[config.mk]
export PLATFORM = sky130hd
export DESIGN_NAME = ahb_aes_cfg_regs
export DESIGN_NICKNAME = d
export VERILOG_FILES = /design/src/rtl/ahb_aes_cfg_regs.sv
export SDC_FILE = /design/constraint.sdc
export NUM_CORES = 1
export LEC_CHECK = 0
export CORE_MARGIN = 8
export CORE_UTILIZATION = 50
export CTS_BUF_LIST = sky130_fd_sc_hd__clkbuf_4
export CTS_CLUSTER_DIAMETER = 100
export CTS_CLUSTER_SIZE = 24
export DETAILED_ROUTE_END_ITERATION = 12
export HOLD_SLACK_MARGIN = 0.12
export PLACE_DENSITY = 0.83
export RECOVER_POWER = 50
export SLEW_MARGIN = 20
export SYNTH_ARGS = -nofsm -noshare
export SYNTH_HDL_FRONTEND = slang
export SYNTH_SLANG_ARGS = --single-unit
[constraint.sdc]
create_clock -name hclk -period 3.03 [get_ports hclk]
set_input_delay 0.7575 -clock hclk [delete_from_list [all_inputs] [get_ports hclk]]
set_output_delay 0.7575 -clock hclk [all_outputs]
set_load 0.02 [all_outputs]
[src/rtl/ahb_aes_cfg_regs.sv]
// ahb_aes_cfg_regs: AHB-Lite register bank for the AES accelerator.
// Holds the source/destination pointers, transfer size, mode, and key. It also
// generates the start pulse and keeps a sticky W1C status.
// Optional build macro: AES_CFG_IRQ_EN adds the IRQ_EN register at 0x14 and an irq output.
module ahb_aes_cfg_regs #(
    parameter int ADDR_W = 12,
    parameter int KEY_W  = 128,
    parameter int SIZE_W = 32
) (
    input  logic              hclk,
    input  logic              hreset,
    input  logic              hsel,
    input  logic [ADDR_W-1:0] haddr,
    input  logic [1:0]        htrans,
    input  logic              hwrite,
    input  logic              hready,
    input  logic [31:0]       hwdata,
    output logic              hreadyout,
    output logic              hresp,
    output logic [31:0]       hrdata,
    output logic [31:0]       src_addr,
    output logic [31:0]       dst_addr,
    output logic [SIZE_W-1:0] size_data,
    output logic [1:0]        mode,
    output logic [KEY_W-1:0]  key,
    output logic              start,
    input  logic              busy_in,
    input  logic              done_in
`ifdef AES_CFG_IRQ_EN
    ,
    output logic              irq
`endif
);

    localparam int KEY_WORDS = KEY_W / 32;
    localparam int WIDX_W    = ADDR_W - 2;

    localparam logic [WIDX_W-1:0] W_SRC   = WIDX_W'(0);
    localparam logic [WIDX_W-1:0] W_DST   = WIDX_W'(1);
    localparam logic [WIDX_W-1:0] W_SIZE  = WIDX_W'(2);
    localparam logic [WIDX_W-1:0] W_CTRL  = WIDX_W'(3);
    localparam logic [WIDX_W-1:0] W_STAT  = WIDX_W'(4);
`ifdef AES_CFG_IRQ_EN
    localparam logic [WIDX_W-1:0] W_IRQEN = WIDX_W'(5);
`endif
    localparam logic [WIDX_W-1:0] W_KEY0  = WIDX_W'(8);

    typedef enum logic [1:0] {S_IDLE, S_DATA, S_ERR1, S_ERR2} state_t;

    state_t            state_q, state_d;
    logic [WIDX_W-1:0] widx_a;
    logic [WIDX_W-1:0] widx_p1;
    logic              write_p1;
    logic              accept;
    logic              wr_en, rd_en;
    logic              cfg_target;
    logic              busy_drop;
    logic              ctrl_wr_ok;
    logic              start_go, start_err;
    logic              stat_wr;
    logic              done_q, cfg_err_q;
    logic [31:0]       key_q [KEY_WORDS];
    logic [31:0]       rd_word;
`ifdef AES_CFG_IRQ_EN
    logic [1:0]        irq_en_q;
`endif
    logic              unused_bits;

    // Word decode for the register map; true when the word has a register behind it.
    function automatic logic is_mapped(input logic [WIDX_W-1:0] w);
        logic hit;
        hit = (w <= W_STAT);
`ifdef AES_CFG_IRQ_EN
        if (w == W_IRQEN) hit = 1'b1;
`endif
        if (w >= W_KEY0 && w < W_KEY0 + WIDX_W'(KEY_WORDS)) hit = 1'b1;
        return hit;
    endfunction

    // Words that configure the core and are therefore locked while it is busy.
    function automatic logic is_cfg(input logic [WIDX_W-1:0] w);
        logic hit;
        hit = (w <= W_CTRL);
        if (w >= W_KEY0 && w < W_KEY0 + WIDX_W'(KEY_WORDS)) hit = 1'b1;
        return hit;
    endfunction

    assign unused_bits = ^{htrans[0], haddr[1:0]};
    assign widx_a      = haddr[ADDR_W-1:2];
    assign accept      = hsel & htrans[1] & hready;

    // FSM state register.
    always_ff @(posedge hclk) begin
        if (hreset) state_q <= S_IDLE;
        else        state_q <= state_d;
    end

    // Next-state and response outputs; only ERR1 stalls the bus.
    always_comb begin
        state_d   = state_q;
        hreadyout = 1'b1;
        hresp     = 1'b0;
        case (state_q)
            S_IDLE, S_DATA: begin
                if (accept) state_d = is_mapped(widx_a) ? S_DATA : S_ERR1;
                else        state_d = S_IDLE;
            end
            S_ERR1: begin
                hreadyout = 1'b0;
                hresp     = 1'b1;
                state_d   = S_ERR2;
            end
            S_ERR2: begin
                hresp   = 1'b1;
                state_d = S_IDLE;
            end
            default: state_d = S_IDLE;
        endcase
    end

    // Address-phase capture for the following data phase.
    always_ff @(posedge hclk) begin
        if (hreset) begin
            widx_p1  <= '0;
            write_p1 <= 1'b0;
        end else if ((state_q == S_IDLE || state_q == S_DATA) && accept) begin
            widx_p1  <= widx_a;
            write_p1 <= hwrite;
        end
    end

    assign wr_en      = (state_q == S_DATA) && write_p1;
    assign rd_en      = (state_q == S_DATA) && !write_p1;
    assign cfg_target = is_cfg(widx_p1);
    assign busy_drop  = wr_en && cfg_target && busy_in;
    assign ctrl_wr_ok = wr_en && !busy_in && (widx_p1 == W_CTRL);
    assign start_go   = ctrl_wr_ok && hwdata[2] && (size_data != '0);
    assign start_err  = ctrl_wr_ok && hwdata[2] && (size_data == '0);
    assign stat_wr    = wr_en && (widx_p1 == W_STAT);

    // Register writes at the end of the data phase, start pulse and sticky status.
    always_ff @(posedge hclk) begin
        if (hreset) begin
            src_addr  <= '0;
            dst_addr  <= '0;
            size_data <= '0;
            mode      <= '0;
            start     <= 1'b0;
            done_q    <= 1'b0;
            cfg_err_q <= 1'b0;
            for (int i = 0; i < KEY_WORDS; i++) key_q[i] <= '0;
`ifdef AES_CFG_IRQ_EN
            irq_en_q  <= '0;
`endif
        end else begin
            start <= start_go;
            if (wr_en && !busy_in) begin
                case (widx_p1)
                    W_SRC:   src_addr  <= hwdata;
                    W_DST:   dst_addr  <= hwdata;
                    W_SIZE:  size_data <= hwdata[SIZE_W-1:0];
                    W_CTRL:  mode      <= hwdata[1:0];
                    default: ;
                endcase
                for (int i = 0; i < KEY_WORDS; i++) begin
                    if (widx_p1 == W_KEY0 + WIDX_W'(i)) key_q[i] <= hwdata;
                end
            end
`ifdef AES_CFG_IRQ_EN
            if (wr_en && widx_p1 == W_IRQEN) irq_en_q <= hwdata[1:0];
`endif
            done_q    <= done_in | (done_q & ~(stat_wr & hwdata[1]));
            cfg_err_q <= busy_drop | start_err | (cfg_err_q & ~(stat_wr & hwdata[2]));
        end
    end

    // Key words map MSW-first onto the flat key output.
    for (genvar g = 0; g < KEY_WORDS; g++) begin : g_key
        assign key[KEY_W-1-32*g -: 32] = key_q[g];
    end

    // Read mux from the captured address; bus data is zero outside a read data phase.
    always_comb begin
        rd_word = '0;
        case (widx_p1)
            W_SRC:   rd_word = src_addr;
            W_DST:   rd_word = dst_addr;
            W_SIZE:  rd_word = 32'(size_data);
            W_CTRL:  rd_word = {30'b0, mode};
            W_STAT:  rd_word = {29'b0, cfg_err_q, done_q, busy_in};
`ifdef AES_CFG_IRQ_EN
            W_IRQEN: rd_word = {30'b0, irq_en_q};
`endif
            default: ;
        endcase
        for (int i = 0; i < KEY_WORDS; i++) begin
            if (widx_p1 == W_KEY0 + WIDX_W'(i)) rd_word = key_q[i];
        end
        hrdata = rd_en ? rd_word : 32'h0;
    end

`ifdef AES_CFG_IRQ_EN
    // Registered interrupt from enabled sticky status bits.
    always_ff @(posedge hclk) begin
        if (hreset) irq <= 1'b0;
        else        irq <= |({cfg_err_q, done_q} & irq_en_q);
    end
`endif

endmodule

Word level (Yosys, flattened, before mapping) --
Memory sizes are Yosys's and may differ from the RTL's. Index checks and enable logic that the tools add are counted.
Operators by class: multiplexer cells 37, order comparisons 6, reduce and logical (&&, ||, !) cells 26, equality and inequality tests 11, bitwise gates (word level) 15
Operators with widths (count):
- two-way mux 32 bit | 9
- case mux 32 bit (5 select lines) | 1
- == test 10 x 4 -> 1 bit (second input constant) | 4
- logical NOT 32 bit | 1
- nonzero test 32 bit | 1
- two-way mux 1 bit | 24
- == test 10 x 2 -> 1 bit (second input constant) | 2
- greater-or-equal comparator 10 x 4 -> 1 bit (second input constant) | 2
- less-than comparator 10 x 4 -> 1 bit (second input constant) | 2
- logical AND 1 bit | 13
- == test 10 x 1 -> 1 bit (second input constant) | 1
- == test 10 x 3 -> 1 bit (second input constant) | 1
- less-or-equal comparator 10 x 2 -> 1 bit (second input constant) | 1
- less-or-equal comparator 10 x 3 -> 1 bit (second input constant) | 1
- logical NOT 10 bit | 1
- AND reduction 2 bit | 4
- bitwise OR 1 bit | 7
- bitwise AND 1 bit | 6
- case mux 2 bit (3 select lines) | 1
- == test 2 bit (second input constant) | 2
- two-way mux 2 bit | 2
- OR reduction 2 bit | 2
- == test 2 x 1 -> 1 bit (second input constant) | 1
- logical NOT 1 bit | 2
- other kinds (3) | 4
Word-level totals: memories 1, RAM bits 128, output and inout bits 261, flip-flop bits (word level) 114
Memories:
- key_q | words 4, bits a word 32, read ports 4, clocked after Yosys merged registers in 0, wr ports 4, line 62 | logic [31:0] key_q [KEY_WORDS];

Depth between registers and ports, before layout --
depth after elaboration 8, depth in mapped cells 8

Worst setup path before layout --
OpenSTA, ideal clock, no wires.
path type register -> output, start point reg widx_p1[4], end point out hrdata[29], path slack 5 ps, buffers on the path 2, arrival 2267 ps, data required time 2273 ps, cell stages (with the launch flop) 8, cell sequence dfxtp_1 -> or4_1 -> buf_2 -> or3_1 -> buf_2 -> nor2_4 -> nand2_1 -> a221oi_1
Between the ends: word-level cells in the longest chain between the ends 7, elaborated cells on any way between the ends 15, classes of those cells eq/ne (8); mux (6); reduce/logical (1)
Ends and longest elaborated chain:
- start: declaration | line 52 | logic [WIDX_W-1:0] widx_p1;
- start signal: assignment | line 127 | widx_p1 <= widx_a;
- == test 10 x 3 -> 1 bit (tied with other cells) | line 185 | case (widx_p1)
- case mux 32 bit (5 select lines) | line 185
- two-way mux 32 bit (3 in a row) | line 197 | if (widx_p1 == W_KEY0 + WIDX_W'(i)) rd_word = key_q[i];
- two-way mux 32 bit * | line 197
- two-way mux 32 bit * | line 199 | hrdata = rd_en ? rd_word : 32'h0;
- end: declaration | line 20 | output logic [31:0] hrdata,
Every way passes the cells marked *; elsewhere a longest branch is shown, timed or not.

Final worst setup path --
start point reg widx_p1[4], end point out hrdata[17]
The elaborated chain is that of the path after synthesis.

==> impl_metrics.ini <==
[status]
status = finished with violations
failed_checks = setup timing

[floorplanning]
die_w_um = 167.6
ioPinCount = 314
die_h_um = 167.6
initial_utilization = 0.5079
core_area_mm2 = 0.02264
rows = 55
die_area_mm2 = 0.02810

[cells_and_area]
drive_above_1_share = 0.1904
final_cells = 1862
final_cell_area_mm2 = 0.01636
area_growth_syn_to_layout_pct = 42.31
nets = 1621
multi_input_area_mm2 = 0.005385
register_area_mm2 = 0.006140
n_fill_cell = 1627
final_cell_mix = 277 x clkdlybuf4s50_1, 262 x nand2_1, 144 x a21oi_1
layout_commonest_cell = clkdlybuf4s50_1

[cts]
cts_sinks = 242
cts_inserted_buffers = 14
clkLatencyLatePin_ns = 0.69
root_buffer = clkbuf_4
cts_hold_buf = 0
clk_pin_slew_worst_paths_ns = 0.25
cts_tree = built
clock_path_buffers = 3
htreeDepth = 1

[critical_path]
crit_path_start = widx_p1[4]
r2r-end = dst_addr[3]
path_cells = or4_4 > or3_4 > nor2_4 > buf_12 > nand2_2 > a221oi_2 > buf_4
worstRegToRegCells = 10
critPathCapture = hrdata[17]
path_depth = 7
r2r-start = widx_p1[4]
cp.arrival_ns = 2.89
end_kind = output port
path_max_fanout = 7
crit_required_ns = 2.27
cp-start-kind = register
rrSetupSlack_ns = 0.28
cp_num_buf_inv = 2
slowest_delay_ns = 0.55
cp_slowest_cell = or4_4
crit_family = simple AND/OR/NAND/NOR gates
criticalPathCategory = register to output port

[routing]
drtIter0Drc = 1110
wl_met2_mm = 21.21
drc_errors = 0
antenna_left = 0
routed.top_layer = met4
vias = 11057
dr.pass1.iters = 5
drt-total-wl_mm = 45.08
post_drt_via_cell_ratio = 5.938
drt-met1-wl_mm = 17.24
wl_met3_mm = 4.741
post_drt_wl_per_cell_um = 24.21

[placed_design]
portBuffers = 310
dpl.hpwl_mm = 31.89
post-place-cells = 1827
postPlaceCellArea_mm2 = 0.01563
pre_cts_slack_ns = -0.4812
gp_congestion = 0.9622

[synthesis]
syn-num-nets = 1273
async_flop_share = 0
ys_warn_count = 0
yosysUniqueCellTypes = 53
synth_area_mm2 = 0.01150
synth_edf_count = 128
syn_avg_cell_area_um2 = 9.425
ys.flop_type = edfxtp_1
ys_seq_area_frac = 0.5328
syn-instance-count = 1220
synth_seq_cells = 242

[timing]
finClkSkew_ns = 0.1062
relSlewSlack = 0.6189
rsz0062_at_grt = true
setup_viol = 32
min_period_ns = 3.644
layout_setup_ws_ns = -0.6142
slew_violations = 0
finalCritPeriodShare = 1.203
max_freq_ghz = 0.2744
hold_viol = 0
tightestPinTransition_ns = 0.5656

[global_routing]
grt_max_degree = 49
antenna_found_initial = 1
gr-total-overflow = 0
grt_usage = 0.3019
grt_pass1_vias = 10658
grt_pass1_wl_mm = 65.69

[hold_path]
min-delay-path-class = register to register

[power_and_ir_drop]
leakage_nw = 5.616
vdd_drop_max_mv = 0.2781
powerDensity_mw_per_mm2 = 356.0

[run]
maxCapViolations = 0
synth_stat cells (4+ instances only):
| cell | count | area share |
|---|---|---|
| nand2b_1 | 4 | 0.0022 |
| and2_1 | 130 | 0.071 |
| a21oi_1 | 159 | 0.069 |
| mux2_2 | 38 | 0.037 |
| a22oi_1 | 7 | 0.0046 |
| clkbuf_1 | 62 | 0.020 |
| mux2i_1 | 50 | 0.044 |
| o21ai_0 | 75 | 0.033 |
| nand3_1 | 7 | 0.0030 |
| nor4_1 | 12 | 0.0065 |
| nand2_1 | 282 | 0.092 |
| a21o_1 | 4 | 0.0026 |
| a31oi_1 | 7 | 0.0038 |
| a221oi_1 | 8 | 0.0061 |
| nand4_1 | 4 | 0.0022 |
| or2_2 | 4 | 0.0022 |
| nor2_4 | 4 | 0.0039 |
| edfxtp_1 | 128 | 0.33 |
| dfxtp_1 | 114 | 0.20 |
| or3_1 | 5 | 0.0027 |
| buf_1 | 12 | 0.0039 |
| buf_2 | 6 | 0.0026 |
| nor2b_1 | 5 | 0.0027 |
| buf_6 | 9 | 0.0088 |
| nor2_1 | 42 | 0.014 |
worst min path at each step:
stage / startpoint / to / slack [ns] / cells after the start
floorplan: widx_p1[7] / widx_p1[7] / 0.44 / 2
global placement: dst_addr[5] / dst_addr[5] / 0.45 / 2
detailed placement: src_addr[3] / src_addr[3] / 0.46 / 2
CTS: hreset / size_data[20] / 0.46 / 2
global route: hreset / size_data[19] / 0.48 / 2
finish: src_addr[7] / src_addr[7] / 0.49 / 2
cell families after synthesis:
kind of cell	Yosys count	synth area share
multiplexers	88	0.08074
AO/OA/AOI/OAI	279	0.1326
AND/OR/NAND/NOR	518	0.2166
buffers and inverters	93	0.03721
flip-flops	242	0.5328
routing by layer:
metal / vias up / GRT usage
met4: 0 / 0.1281
met2: 717 / 0.5010
met5: - / 0
met1: 5286 / 0.3708
met3: 120 / 0.07265
li1: 4934 / -
per-stage QoR:
stage / util / TNS [ns] / total power (W) / hold slack (ns)
global placement: 0.6901 / -9.240 / 0.004356 / 0.4522
detailed placement: 0.6901 / -10.19 / 0.004371 / 0.4594
global route: 0.7227 / -19.31 / 0.005967 / 0.4765
finish: 0.7227 / -16.88 / 0.005826 / 0.4863
floorplan: - / 0 / 0.003921 / 0.4434
CTS: 0.7092 / -18.37 / 0.005761 / 0.4552
power by group:
part           internal (W)  switching (W)
sequential          0.00351      0.0000481
combinational      0.000378       0.000485
clock              0.000360        0.00104
total               0.00425        0.00158
tightest hold or removal path, delay by kind of cell (launching register included):
| kind | cells | cell delay, ns |
|---|---|---|
| DFF | 1 | 0.37 |
| and+or+nand+nor | 1 | 0.05 |
| AOI/OAI and AO/OA | 1 | 0.05 |
sequential cells by signal, summed over array words and instances (netlist names):
name       cells
size_data     32
cfg_err_q      1
src_addr      32
start          1
key_q        128
dst_addr      32
state_q        2
done_q         1
write_p1       1
widx_p1       10
mode           2
final cells by class:
type,count,area share
flip-flops and latches,242,0.3752
clock inverters,1,0.001835
inverters,3,0.0006882
well taps,285,0.02179
multi-input cells,885,0.3291
repair buffers,422,0.2607
clock buffers,23,0.01055
diodes,1,0.0001529
what timing repair did:
action	CTS	global route
endpoints found under the setup margin	32	32
gates resized for setup	236	69
buffers inserted	4	6
pin swaps	24	25
(Power assumes the default switching activity.)
